--- config.mk ---
export PLATFORM = sky130hd
export DESIGN_NAME = clk_div_multi_flat
export DESIGN_NICKNAME = d
export VERILOG_FILES = /design/src/rtl/clk_div_multi_if.sv /design/src/rtl/clk_div_multi.sv /design/src/flat_wrapper.sv
export SDC_FILE = /design/constraint.sdc
export NUM_CORES = 1
export LEC_CHECK = 0
export ABC_CLOCK_PERIOD_IN_PS = 6300
export CORE_MARGIN = 2
export CORE_UTILIZATION = 65
export DETAILED_ROUTE_END_ITERATION = 10
export PLACE_DENSITY = 0.95
export REMOVE_ABC_BUFFERS = 1
export SLEW_MARGIN = 20
export SYNTH_ARGS = -nofsm -noshare
export SYNTH_HDL_FRONTEND = slang
export SYNTH_SLANG_ARGS = --single-unit
--- constraint.sdc ---
create_clock -name clk -period 6.3 [get_ports clk]
set_input_delay 1.89 -clock clk [delete_from_list [all_inputs] [get_ports clk]]
set_output_delay 1.89 -clock clk [all_outputs]
set_load 0.01 [all_outputs]
--- src/rtl/clk_div_multi_if.sv ---
// rtl/clk_div_multi_if.sv - divisor configuration handshake for clk_div_multi
interface clk_div_multi_if #(
    parameter int NCH = 2,
    parameter int W   = 8
);
    localparam int CHW = (NCH > 1) ? $clog2(NCH) : 1;

    logic           cfg_valid;
    logic           cfg_ready;
    logic [CHW-1:0] cfg_ch;
    logic [W-1:0]   cfg_div;

    modport master (output cfg_valid, output cfg_ch, output cfg_div, input cfg_ready);
    modport slave  (input cfg_valid, input cfg_ch, input cfg_div, output cfg_ready);
endinterface

--- src/rtl/clk_div_multi.sv ---
// rtl/clk_div_multi.sv - multi-channel programmable clock divider with glitch-free divisor swap
module clk_div_multi #(
    parameter int NCH      = 2,
    parameter int W        = 8,
    parameter int DIV_INIT = 4
) (
    input  logic           clk,
    input  logic           rst_n,
    input  logic           en,
    input  logic           sync,
    clk_div_multi_if.slave cfg,
    output logic [NCH-1:0] clkout,
    output logic [NCH-1:0] tick
);
    localparam int CHW = (NCH > 1) ? $clog2(NCH) : 1;
    localparam int DI  = (DIV_INIT < 2) ? 2 : DIV_INIT;
    localparam logic [W-1:0] D_RST = W'(DI);

    function automatic logic [W-1:0] clamp_div(input logic [W-1:0] v);
        return (v < W'(2)) ? W'(2) : v;
    endfunction

    logic [NCH-1:0]      pf;
    logic [2**CHW-1:0]   pf_pad;
    logic                accept;

    // Unused channel addresses read as "not pending" so they are always ready.
    always_comb begin
        pf_pad          = '0;
        pf_pad[NCH-1:0] = pf;
    end

    assign cfg.cfg_ready = ~pf_pad[cfg.cfg_ch];
    assign accept        = cfg.cfg_valid & cfg.cfg_ready;

    for (genvar i = 0; i < NCH; i++) begin : g_ch
        logic [W-1:0] d;
        logic [W-1:0] p;
        logic [W-1:0] cnt;
        logic [W-1:0] cnt_next;
        logic         wrap;
        logic         wr;
        logic         ck_q;
        logic         tk_q;

        assign wrap     = (cnt == d - W'(1));
        assign cnt_next = wrap ? '0 : cnt + W'(1);
        assign wr       = accept && (cfg.cfg_ch == CHW'(i));

        always_ff @(posedge clk or negedge rst_n) begin
            if (!rst_n) begin
                d     <= D_RST;
                p     <= '0;
                pf[i] <= 1'b0;
                cnt   <= '0;
                ck_q  <= 1'b0;
                tk_q  <= 1'b0;
            end else begin
                // A write can only land while pf is clear, so it never collides with a swap.
                if (wr) begin
                    p     <= clamp_div(cfg.cfg_div);
                    pf[i] <= 1'b1;
                end
                if (sync) begin
                    cnt  <= '0;
                    ck_q <= 1'b0;
                    tk_q <= 1'b0;
                    if (pf[i]) begin
                        d     <= p;
                        pf[i] <= 1'b0;
                    end
                end else if (en) begin
                    cnt  <= cnt_next;
                    tk_q <= wrap;
                    ck_q <= (cnt_next >= (d >> 1));
                    if (wrap && pf[i]) begin
                        d     <= p;
                        pf[i] <= 1'b0;
                    end
                end else begin
                    tk_q <= 1'b0;
                end
            end
        end

        assign clkout[i] = ck_q;
        assign tick[i]   = tk_q;
    end
endmodule

--- src/flat_wrapper.sv ---
// flat-port wrapper written by rule: the top's interface ports become plain ports
module clk_div_multi_flat 
#(
    parameter int NCH      = 2,
    parameter int W        = 8,
    parameter int DIV_INIT = 4
)
  (clk, rst_n, en, sync, clkout, tick, cfg_cfg_valid, cfg_cfg_ch, cfg_cfg_div, cfg_cfg_ready);
  clk_div_multi_if #(.NCH(NCH), .W(W)) cfg_i ();
  input  logic clk;
  input  logic rst_n;
  input  logic en;
  input  logic sync;
  output logic [NCH-1:0] clkout;
  output logic [NCH-1:0] tick;
  input wire logic [$bits(cfg_i.cfg_valid)-1:0] cfg_cfg_valid;
  input wire logic [$bits(cfg_i.cfg_ch)-1:0] cfg_cfg_ch;
  input wire logic [$bits(cfg_i.cfg_div)-1:0] cfg_cfg_div;
  output wire logic [$bits(cfg_i.cfg_ready)-1:0] cfg_cfg_ready;
  assign cfg_i.cfg_valid = cfg_cfg_valid;
  assign cfg_i.cfg_ch = cfg_cfg_ch;
  assign cfg_i.cfg_div = cfg_cfg_div;
  assign cfg_cfg_ready = cfg_i.cfg_ready;
  clk_div_multi #(.NCH(NCH), .W(W), .DIV_INIT(DIV_INIT)) u_core (.clk(clk), .rst_n(rst_n), .en(en), .sync(sync), .cfg(cfg_i), .clkout(clkout), .tick(tick));
endmodule
==> impl.org <==
** Global routing
- Entering global routing, the biggest net connects 55 pins.
- First-pass GRT wire length :: 14200 um
- Global routing consumed, over all layers together, 28.8% of the routing resources.
- The via count of the first global-routing pass is 3071.
- The initial antenna violation count was 0.
- Residual overflow from global routing :: 0

** Floorplanning
- The initial utilization of the core area, before any placement, comes to 66.7%.
- Measured along the y axis, the die boundary spans 78.9 um.
- The die covers 0.00623 sq mm.
- The region available for standard cell placement spans 0.00547 sq mm.
- Floorplan row count :: 27
- Die X :: 78.9 um
- In this run the count of I/O pins placed on the die edge is 19.

** CTS
- Post-CTS timing repair inserted 0 buffers for setup.
- Clock transition at the registers of the reported paths :: 0.09 ns
- The H-tree was split into 2 levels.
- Hold buffer count at cts :: 0
- The number of gates resized after CTS was 0.
- The longest clock path from root to sink contains 2 buffers.
- Clock tree synthesis selected as its root buffer the cell sky130_fd_sc_hd__clkbuf_8.
- TritonCTS buffer count :: 5
- CTS sink cnt :: 54
- TritonCTS built the clock tree.
- Clock latency on the worst-skew pair, taken at its later pin, is 0.31 ns.

** Detailed routing
- Before antenna repair, the detailed router went through 5 iterations.
- Remaining DRCs :: 0
- Wires add up to 8480 um.
- Dividing the detail-routed via count by the number of cells gives 6.52.
- Total via count after detailed routing :: 3200
- In this run the remaining antenna-violating nets after routing total 0.
- In this run, the number of DRC markers left after iteration 0 of detailed routing was 370.
- Avg WL per Cell :: 17.3 um

** Worst setup path
- Of all nets on the critical path, the largest fanout is 3.
- STA classifies the critical path startpoint as a primary input.
- The critical path in this run is classified as in -> out.
- Worst Path Arrival :: 3.17 ns
- The worst setup path is captured at an output port.
- Cell count of the worst reg-to-reg path :: 14
- At the worst endpoint, the required time is 4.41 ns.

** Placement
- Area post-placement :: 0.00382 sq mm
- Buffers placed on the I/O ports in this run total 18.
- Detailed placement finished with a half-perimeter wire length of 5760 um.
- Final RePlAce weighted congestion :: 0.871

** Finish
- In the final layout, the share of cells above drive strength 1 is 8.59%.
- Final net count :: 450
- Design area :: 0.00397 sq mm
- The repair_antennas step left the layout with diodes totalling 0.
- Relative to the synthesized area, the layout overhead comes to 8.67%.

** STA
- Number of endpoints failing setup at the final stage :: 0
- The max-slew violation count is 0.
- Counting I/O delays and the setup requirement, the final critical path takes 5.06 ns.
- Of the available clock period, the critical path in the final layout requires 80.3%.
- Worst-margin pin slew :: 0.801 ns
- Relative slew slack :: 46.4%
- Layout Skew :: 0.0118 ns
- For this run, the top clock speed supported by timing is 198 MHz.
- Hold violation total from the final report :: 0
- Summed over all failing endpoints, the final setup total negative slack is 0 ns.
- Setup repair after global routing left no endpoint under its margin.

** Yosys
- Most common cell in the synthesized netlist :: sky130_fd_sc_hd__dfrtp_1
- The synthesized netlist occupies a cell area of 0.00365 sq mm.
- Async set or reset register ratio after synthesis :: 100%
- After synthesis, the netlist uses 53 different library cells.
- Sequential area share after synthesis :: 37.1%
- Yosys printed 0 warnings.
- Number of storage elements in the synthesis netlist :: 54
- sky130_fd_sc_hd__dfrtp_1 takes more of the synthesized area than any other cell.
- Of the total synthesized cell area, the portion taken by XOR and XNOR cells is 5.76%.
- Summing the areas of all and, or, nand and nor instances in the mapped netlist gives 23.4% of the synthesized area.
- Largest cells by area after synthesis :: sky130_fd_sc_hd__dfrtp_1 (36%), sky130_fd_sc_hd__ha_1 (6.2%), sky130_fd_sc_hd__nand2_1 (4.7%)
- Most used flip-flop cell after synthesis :: sky130_fd_sc_hd__dfrtp_1
- After technology mapping, the gate count stands at 418.
- Counting instances in the post-synthesis netlist gives the leading cell types as sky130_fd_sc_hd__dfrtp_1 (52), sky130_fd_sc_hd__nand2_1 (46), sky130_fd_sc_hd__nand3_1 (24).
- Yosys mapped a number of flops with a built-in enable equal to 0.
- Combinational family with the most area after synthesis :: simple AND/OR/NAND/NOR gates
- Average size of a mapped cell :: 8.73 sq um
- After Yosys synthesis, full adders, half adders and majority gates account for 6.17% of the synthesized area.
- Multiplexer area fraction after synthesis :: 5.41%
- Portion of synthesized cell area occupied by the leading cell type :: 35.6%
- Compound-cell area share of the yosys netlist :: 16.4%

** Run
- Max-cap violations in this run came to 0.

** Hold path
- Class of the worst hold path :: reg -> reg
- Hold Crit Depth :: 2

** Power
- Power spread over the standard cell area amounts to 276 mW/mm^2.
- Static leakage power :: 1.73 nW
- IR analysis of the VDD net gives a maximum drop of 0.000253 V.

** Run status
- Status :: completed
## worst max-delay path: stages
cell                              delay [ns]
sky130_fd_sc_hd__clkdlybuf4s50_1        0.52
sky130_fd_sc_hd__mux2i_1                0.20
sky130_fd_sc_hd__clkdlybuf4s50_1        0.56
## worst paths after layout
kind | startpoint | to | slack [ns]
worst max-delay path | cfg_cfg_ch | cfg_cfg_ready | 1.24
worst min-delay path | u_core.g_ch[1].p[1] | u_core.g_ch[1].p[1] | 0.51
worst max register to register | u_core.g_ch[1].d[0] | u_core.g_ch[1].ck_q | 2.23
worst min register to register | u_core.g_ch[1].p[1] | u_core.g_ch[1].p[1] | 0.51
max in group asynchronous | rst_n | u_core.pf[0] | 4.16
min in group asynchronous | rst_n | u_core.g_ch[1].p[7] | 1.70
## registers in the layout, indices dropped and copies added, names as in the netlist
name	flops
u_core.g_ch.ck_q	2
u_core.g_ch.p	16
u_core.g_ch.tk_q	2
u_core.g_ch.cnt	16
u_core.pf	2
u_core.g_ch.d	16
## report_power, final
part | internal, mW | switching [mW]
registers | 0.407 | 0.0777
logic | 0.150 | 0.173
clock network | 0.169 | 0.117
## stage by stage
step / utilization (%) / setup WS, ns / cells / hold slack [ns] / power, mW
after detailed placement: 69.9 / 1.24 / 483 / 0.483 / 0.803
after global routing: 72.5 / 1.19 / 491 / 0.521 / 1.15
after global placement: 69.9 / 1.27 / 483 / 0.461 / 0.775
final: 72.5 / 1.24 / 491 / 0.506 / 1.09
after CTS: 72.5 / 1.24 / 491 / 0.505 / 1.09
after floorplan: - / 2.26 / 388 / 0.444 / 0.704
## per-layer routing
| metal | vias to the layer above | share of wire [%] | global-route usage (%) |
|---|---|---|---|
| met5 | - | 0 | 0 |
| met4 | 0 | 1.6 | 9.48 |
| met3 | 20 | 6.8 | 3.52 |
| met2 | 160 | 50 | 49.8 |
| met1 | 1537 | 42 | 37.8 |
| li1 | 1483 | - | - |
## cell families (layout without fill, tap and decap cells)
| logic type | after synthesis | after routing |
|---|---|---|
| and+or+nand+nor | 168 | 168 |
| AOI/OAI and AO/OA | 84 | 84 |
| adders and majority gates | 18 | 18 |
| buffers and inverters | 52 | 53 |
| DFF | 54 | 54 |
| muxes | 18 | 18 |
| xor gates and xnor gates | 24 | 24 |
## cell type report
| class | count | area, sq um |
|---|---|---|
| flip-flops and latches | 54 | 1350 |
| clock inverters | 2 | 60.1 |
| well taps | 72 | 90.1 |
| inverters | 22 | 82.6 |
| multi-input cells | 312 | 2090 |
| repair buffers | 23 | 213 |
| fillers | 372 | 1510 |
| clock buffers | 6 | 82.6 |
## layout by cell type (no fill, tap or decap), types with 7 or more instances in the layout
cell type	synthesis	final
sky130_fd_sc_hd__o21ai_0	15	15
sky130_fd_sc_hd__xnor2_1	18	18
sky130_fd_sc_hd__or3_1	8	8
sky130_fd_sc_hd__inv_1	21	21
sky130_fd_sc_hd__ha_1	18	18
sky130_fd_sc_hd__a21oi_1	16	16
sky130_fd_sc_hd__mux2_2	14	14
sky130_fd_sc_hd__o22ai_1	8	8
sky130_fd_sc_hd__nor3_1	18	18
sky130_fd_sc_hd__dfrtp_1	52	52
sky130_fd_sc_hd__nand3_1	24	24
sky130_fd_sc_hd__nand2_1	46	46
sky130_fd_sc_hd__o311ai_0	9	9
sky130_fd_sc_hd__nand2b_1	11	11
sky130_fd_sc_hd__a221oi_1	7	7
sky130_fd_sc_hd__and2_1	12	12
sky130_fd_sc_hd__clkdlybuf4s50_1	0	17
sky130_fd_sc_hd__nor2_1	22	22
No activity file was read; power rests on OpenSTA's default activity.
